**src/rtl/bus_arbiter8.sv**
```systemverilog
`default_nettype none
// ============================================================================
// Module      : bus_arbiter8
// Description : Eight-way round-robin arbiter with tenure limit and a
//               one-hot grant decoded from a registered grant index.
// Revision    : 1.0 - initial release
// ============================================================================

module bus_arbiter8 #(
    parameter int MAX_HOLD = 16
) (
    input  logic       clk,
    input  logic       rst,
    input  logic [7:0] req,
    output logic [7:0] gnt,
    output logic [2:0] gnt_idx,
    output logic       gnt_vld,
    output logic       timeout
);

    localparam logic [7:0] c_hold_last = 8'((MAX_HOLD == 0) ? 0 : MAX_HOLD - 1);

    typedef enum logic [0:0] {
        S_IDLE  = 1'b0,
        S_GRANT = 1'b1
    } state_t;

    state_t     r_state;
    logic [2:0] r_ptr;
    logic [2:0] r_gnt_idx;
    logic       r_gnt_vld;
    logic       r_timeout;
    logic [7:0] r_hold_cnt;

    logic [2:0] w_winner;
    logic [2:0] w_cand;

    // Scan from the farthest offset down so the nearest requester to r_ptr wins.
    always_comb begin
        w_winner = r_ptr;
        w_cand   = r_ptr;
        for (int i = 7; i >= 0; i--) begin
            w_cand = r_ptr + 3'(i);
            if (req[w_cand]) begin
                w_winner = w_cand;
            end
        end
    end

    always_ff @(posedge clk or posedge rst) begin
        if (rst) begin
            r_state    <= S_IDLE;
            r_ptr      <= 3'd0;
            r_gnt_idx  <= 3'd0;
            r_gnt_vld  <= 1'b0;
            r_timeout  <= 1'b0;
            r_hold_cnt <= 8'd0;
        end else begin
            r_timeout <= 1'b0;
            case (r_state)
                S_IDLE: begin
                    if (|req) begin
                        r_state    <= S_GRANT;
                        r_gnt_idx  <= w_winner;
                        r_gnt_vld  <= 1'b1;
                        r_hold_cnt <= 8'd0;
                    end
                end
                S_GRANT: begin
                    if (!req[r_gnt_idx]) begin
                        r_state   <= S_IDLE;
                        r_gnt_vld <= 1'b0;
                        r_ptr     <= r_gnt_idx + 3'd1;
                    end else if ((MAX_HOLD != 0) && (r_hold_cnt == c_hold_last)) begin
                        // Revoked owner drops to lowest priority for the next round.
                        r_state   <= S_IDLE;
                        r_gnt_vld <= 1'b0;
                        r_timeout <= 1'b1;
                        r_ptr     <= r_gnt_idx + 3'd1;
                    end else begin
                        r_hold_cnt <= r_hold_cnt + 8'd1;
                    end
                end
            endcase
        end
    end

    assign gnt     = r_gnt_vld ? (8'b1 << r_gnt_idx) : 8'b0;
    assign gnt_idx = r_gnt_idx;
    assign gnt_vld = r_gnt_vld;
    assign timeout = r_timeout;

endmodule

`default_nettype wire

```
**config.mk**
```make
export PLATFORM = sky130hd
export DESIGN_NAME = bus_arbiter8
export DESIGN_NICKNAME = d
export VERILOG_FILES = /design/src/rtl/bus_arbiter8.sv
export SDC_FILE = /design/constraint.sdc
export NUM_CORES = 1
export LEC_CHECK = 0
export CAP_MARGIN = 10
export CORE_MARGIN = 2
export CORE_UTILIZATION = 45
export DETAILED_ROUTE_END_ITERATION = 8
export PLACE_DENSITY_LB_ADDON = 0.08
export SLEW_MARGIN = 20
export SYNTH_ARGS = -nofsm -noshare
export SYNTH_HDL_FRONTEND = slang
export SYNTH_SLANG_ARGS = --single-unit
```
**constraint.sdc**
```tcl
create_clock -name clk -period 4 [get_ports clk]
set_input_delay 0.8 -clock clk [delete_from_list [all_inputs] [get_ports clk]]
set_output_delay 0.8 -clock clk [all_outputs]
set_load 0.005 [all_outputs]
```
# == After elaboration in Yosys (flattened, before gate mapping) ==
# Cells that the tools add are included.
# Widths: inputs -> output; s select.
# totals
inputBits,10
elab_cells,81
output_inout_bits,13
regBits,17
# classes
magnitude_cmp,9
reduce_logical,5
n_mux,44
n_addsub,9
bitwise_logic,1
n_eq_ne,6
n_shift,1
# ops
operator,count
$lt 3x4->1 const B,9
$mux 8,4
$mux 3,10
$bmux 1 s3,9
$mux 1,18
$pmux 8 s2,1
$add 3x3->3 const B,4
$add 8x1->8 const B,1
$eq 8x4->1 const B,1
$reduce_or 8->1,1
$shl 1x3->8 const A,1
$add 3x1->3 const B,2
$add 3x2->3 const B,2
$reduce_and 2->1,3
$ne 2x1->1 const B,2
$ne 2x2->1 const B,2
$pmux 1 s2,2
$ne 3x2->1 const B,1
$reduce_and 3->1,1
$not 1->1,1

# == Depth between registers and ports, before layout ==
# depth
word_depth,11
mapped_depth,11

# == Worst setup path after synthesis ==
# No wires, ideal clock.
# synth_timing
kind,register to register
startpoint,reg r_ptr[1]
endpoint,"reg r_gnt_idx[0], in the netlist gnt_idx[0]"
path_buffers,2
path_stages_with_launch,11
arrival_ns,2.723
path_slack_ns,1.195
synth_period_minus_slack_ns,2.805
setup_time_ns,0.082
t_required_ns,3.918
path_cell_list,dfrtp_1 -> clkbuf_1 -> clkinv_1 -> ha_1 -> clkbuf_1 -> mux4_2 -> mux2_4 -> a311oi_2 -> o21ai_1 -> a21o_1 -> a31oi_1
# synth_between
elab_chain_cells,11
elab_cells_between_ends,31
classes_between,7 x add/sub; 24 x mux
# synth_rtl
element,line,source
from (decl),29,logic [2:0] r_ptr;
from (signal assigned),73,r_ptr <= r_gnt_idx + 3'd1;
from (signal assigned),79,r_ptr <= r_gnt_idx + 3'd1;
$add 3x3->3,43,w_cand = r_ptr + 3'(i);
$bmux 1 s3,44,if (req[w_cand]) begin
$mux 1 (implied by the code),44,
$mux 3 (7 in series),44,
$mux 3 *,44,
to (signal assigned),64,r_gnt_idx <= w_winner;
to (decl),30,logic [2:0] r_gnt_idx;
# Mark *: on every way between the ends. The rest lies on a longest branch, timed or not. The select of a mux whose other input is x is not followed.
# A chain may end at the register's enable or synchronous reset.

# == Final worst setup path ==
# layout_timing
startpoint,reg r_ptr[0]
endpoint,"reg r_gnt_idx[0], in the netlist gnt_idx[0]"
# Same word-level chain as after synthesis.

==> impl.org <==
** Run status
- Run status :: finished clean

** Global routing
- Global routing used 20.1% of the available tracks.
- Entering global routing, the biggest net connects 18 pins.
- Global route total overflow :: 0
- First-pass GRT wire length :: 6670 microns
- Number of antenna violations at the first check in global routing :: 0
- The number of global-route vias before repair came to 1432.

** Pwr
- Pwr per Cell Area :: 813 mW/mm^2
- Reported leakage power :: 0.828 nW
- After layout, the design draws a total of 1.61 mW.
- VDD sags by at most 0.386 mV.

** Synthesis
- Fraction of registers with async set or reset after synthesis :: 100%
- Counting flops with a built-in enable in the synthesized netlist gives 0.
- Leading cell types by total area after synthesis :: sky130_fd_sc_hd__dfrtp_1, sky130_fd_sc_hd__mux4_2, sky130_fd_sc_hd__ha_1, sky130_fd_sc_hd__nand2_1, sky130_fd_sc_hd__mux2i_1
- Summing every instance area after synthesis gives 0.00168 sq mm.
- Number of different library cells in the post-synthesis netlist :: 41
- Cell type contributing the most total cell area after synthesis :: sky130_fd_sc_hd__dfrtp_1
- The number of nets handed over by synthesis was 210.
- Yosys top cell area share :: 25.3%
- Total of flip-flops plus latches after synthesis :: 17
- By instance count, the leading cell after synthesis is sky130_fd_sc_hd__nand2_1.
- Most numerous cell types in the synthesized netlist :: sky130_fd_sc_hd__nand2_1, sky130_fd_sc_hd__dfrtp_1, sky130_fd_sc_hd__nor2_1, sky130_fd_sc_hd__o21ai_0, sky130_fd_sc_hd__mux4_2
- Sequential area share after synthesis :: 25.3%
- Warnings, synthesis :: 0
- Prevailing post-synth register cell :: sky130_fd_sc_hd__dfrtp_1
- Synth Instances :: 191
- The average instance in the mapped netlist occupies 8.79 sq um.

** Route
- Dividing the detail-routed wire length by the instance count gives 15.3 microns.
- Post-DRT Antenna Nets :: 0
- Using the TritonRoute via totals, the vias-per-cell ratio works out to 6.03.
- Number of vias after detailed routing :: 1563
- Drt first pass iters :: 4
- The detailed router finished its first iteration with 92 violations.
- After detailed routing, the number of remaining DRC violations is 0.
- After detailed routing, the total wire length is 3970 microns.

** Floorplanning
- Area inside the core boundary :: 0.00363 sq mm
- Measured along the y axis, the die boundary spans 65.1 microns.
- Number of I/O pins :: 23
- Num rows :: 22
- The die covers 0.00424 sq mm.
- The die is 65.1 microns wide.
- Initial core utilization :: 46.2%

** CTS
- Clock edge transition at the registers on the reported setup and hold paths :: 0.07 ns
- Clock root cell :: sky130_fd_sc_hd__clkbuf_8
- Clock tree from TritonCTS :: yes
- In this run the number of H-tree levels came out at 1.
- For the worst-skew pair, the clock arrives at the later sink with an insertion delay of 0.25 ns.
- Longest Clk Path Bufs :: 2
- Num Clock Sinks :: 17
- Buffers inserted to repair hold after CTS numbered 0.
- Setup Buffers After CTS :: 0
- Number of buffers created by CTS :: 3
- Post-CTS repair changed the size of 0 cells.

** Hold path
- In this run the worst hold path is classified as reg -> reg.

** STA
- Post-route setup TNS :: 0 ns
- Largest clock skew in the final design :: 0.00131 ns
- For the pin with the worst max-slew slack, the measured transition is 0.681 ns.
- The worst pin sits at a relative slew slack of 54.6%.
- The final critical path takes up 76.1% of the cycle.
- Fmax :: 329 MHz
- The final number of max-transition violations was 0.
- Hold timing on the final database bottoms out at a slack of 0.517 ns.
- Setup repair after global routing left no endpoint under its margin.
- Setup-violating endpoint count in the final report :: 0
- Hold Fails Final Rpt :: 0
- Subtracting the final worst setup slack from the clock period gives 3.04 ns.

** Critical path
- CP bufs+invs :: 1
- The cell family contributing the most delay on the critical path is flip-flops.
- Worst path cell trace :: inv_1 > ha_1 > mux4_2 > mux2_4 > a311oi_2 > o21ai_1 > a21o_1 > a31oi_1
- The largest individual stage delay along the critical path comes from the cell sky130_fd_sc_hd__dfrtp_1.
- The worst setup path is captured at a flop.
- Class of the most critical setup path :: reg -> reg
- For this run, the slowest stage of the critical path takes 0.78 ns.
- Data on the critical path arrives at its endpoint at 3.22 ns.
- Crit path launch type :: flop
- In this run the worst path has a maximum fanout of 16.
- STA puts the critical path data required time at 4.17 ns.

** Finish
- N_diodes :: 0
- From synthesis to final layout, the design area changed by 17.8%.
- At the end of the flow, the number of nets in the layout was 231.
- Share of final-layout standard cells stronger than drive strength 1 :: 11.4%

** Place
- During placement, the flow inserted port buffers numbering 22.
- Gp weighted congestion :: 0.946
- Detailed placement finished with a half-perimeter wire length of 3050 microns.

** Run
- Number of max-capacitance violations reported :: 0
worst paths after layout:
kind / startpoint / to / slack (ns) / depth (start not counted)
setup / recovery: r_ptr[0] / gnt_idx[0] / 0.96 / 8
hold / removal: r_hold_cnt[4] / r_hold_cnt[4] / 0.52 / 1
setup reg to reg: r_ptr[0] / gnt_idx[0] / 0.96 / 8
hold reg to reg: r_hold_cnt[4] / r_hold_cnt[4] / 0.52 / 1
max in group asynchronous: rst / timeout / 2.63 / 2
min in group asynchronous: rst / gnt_vld / 0.95 / 2
stage by stage:
stage               std cells  utilization, %  worst slack [ns]  cell area, sq um
finish                    259            54.4             0.958              1980
global route              259            54.4             0.761              1980
CTS                       259            54.4             0.955              1980
detailed placement        255            53.2             0.982              1930
global placement          255            53.2              1.02              1930
floorplan                 191               -              1.19              1680
layer usage:
metal | GRT usage (%) | part of all wire [%]
met1 | 29.1 | 46
met2 | 31.3 | 47
met3 | 3.65 | 7.0
met4 | 4.95 | 0.28
met5 | 0 | 0
layout by cell type (no fill, tap or decap), types with 3 or more instances in the layout:
cell type                         Yosys  final
sky130_fd_sc_hd__mux2_2               5      5
sky130_fd_sc_hd__dfrtp_1             17     17
sky130_fd_sc_hd__clkbuf_8             0      3
sky130_fd_sc_hd__o21ai_0             15     15
sky130_fd_sc_hd__a31oi_1              3      3
sky130_fd_sc_hd__nand2_1             26     26
sky130_fd_sc_hd__ha_1                 9      9
sky130_fd_sc_hd__a21oi_1              6      6
sky130_fd_sc_hd__nand4_1              4      4
sky130_fd_sc_hd__nor2b_1              3      3
sky130_fd_sc_hd__nand3_1              6      6
sky130_fd_sc_hd__mux4_2              10     10
sky130_fd_sc_hd__clkdlybuf4s50_1      0     22
sky130_fd_sc_hd__nor4_1               3      3
sky130_fd_sc_hd__and3_1               6      6
sky130_fd_sc_hd__xor2_1               4      4
sky130_fd_sc_hd__nor2_1              15     15
sky130_fd_sc_hd__inv_1                9      9
sky130_fd_sc_hd__mux2i_1              9      9
sky130_fd_sc_hd__and2_1               8      8
flip-flops by register name, indices dropped and copies added, names as in the netlist:
register and flops:
timeout 1, r_ptr 3, gnt_vld 1, r_state 1
gnt_idx 3, r_hold_cnt 8
where the power goes:
part	internal, mW	leakage (nW)	switching (mW)	total, mW
Clock	0.0707	0.0228	0.0594	0.130
Combinational	0.556	0.587	0.573	1.13
Sequential	0.226	0.218	0.124	0.350
Total	0.853	0.828	0.757	1.61
worst reg2reg max path, stage by stage (launching register included):
cell and delay (ns):
sky130_fd_sc_hd__dfrtp_1 0.78, sky130_fd_sc_hd__inv_1 0.21, sky130_fd_sc_hd__ha_1 0.55, sky130_fd_sc_hd__mux4_2 0.42, sky130_fd_sc_hd__mux2_4 0.30, sky130_fd_sc_hd__a311oi_2 0.24, sky130_fd_sc_hd__o21ai_1 0.12, sky130_fd_sc_hd__a21o_1 0.20
sky130_fd_sc_hd__a31oi_1 0.15
cell type report:
cell class / count / area (sq um)
clock buffers: 4 / 45.0
fillers: 355 / 1660
inverters: 10 / 37.5
multi-input cells: 156 / 1170
flip-flops and latches: 17 / 425
well taps: 48 / 60.1
repair buffers: 24 / 235
logic make-up (layout without fill, tap and decap cells):
family,after synthesis,in the layout,share of synthesized area (%)
buf+inv,18,38,4.69
fa+ha+maj,9,9,6.71
mux,25,25,23.0
simple gates,78,78,22.7
flops,17,17,25.3
compound gates,40,40,15.5
xor+xnor,4,4,2.09
(Power assumes the default switching activity.)
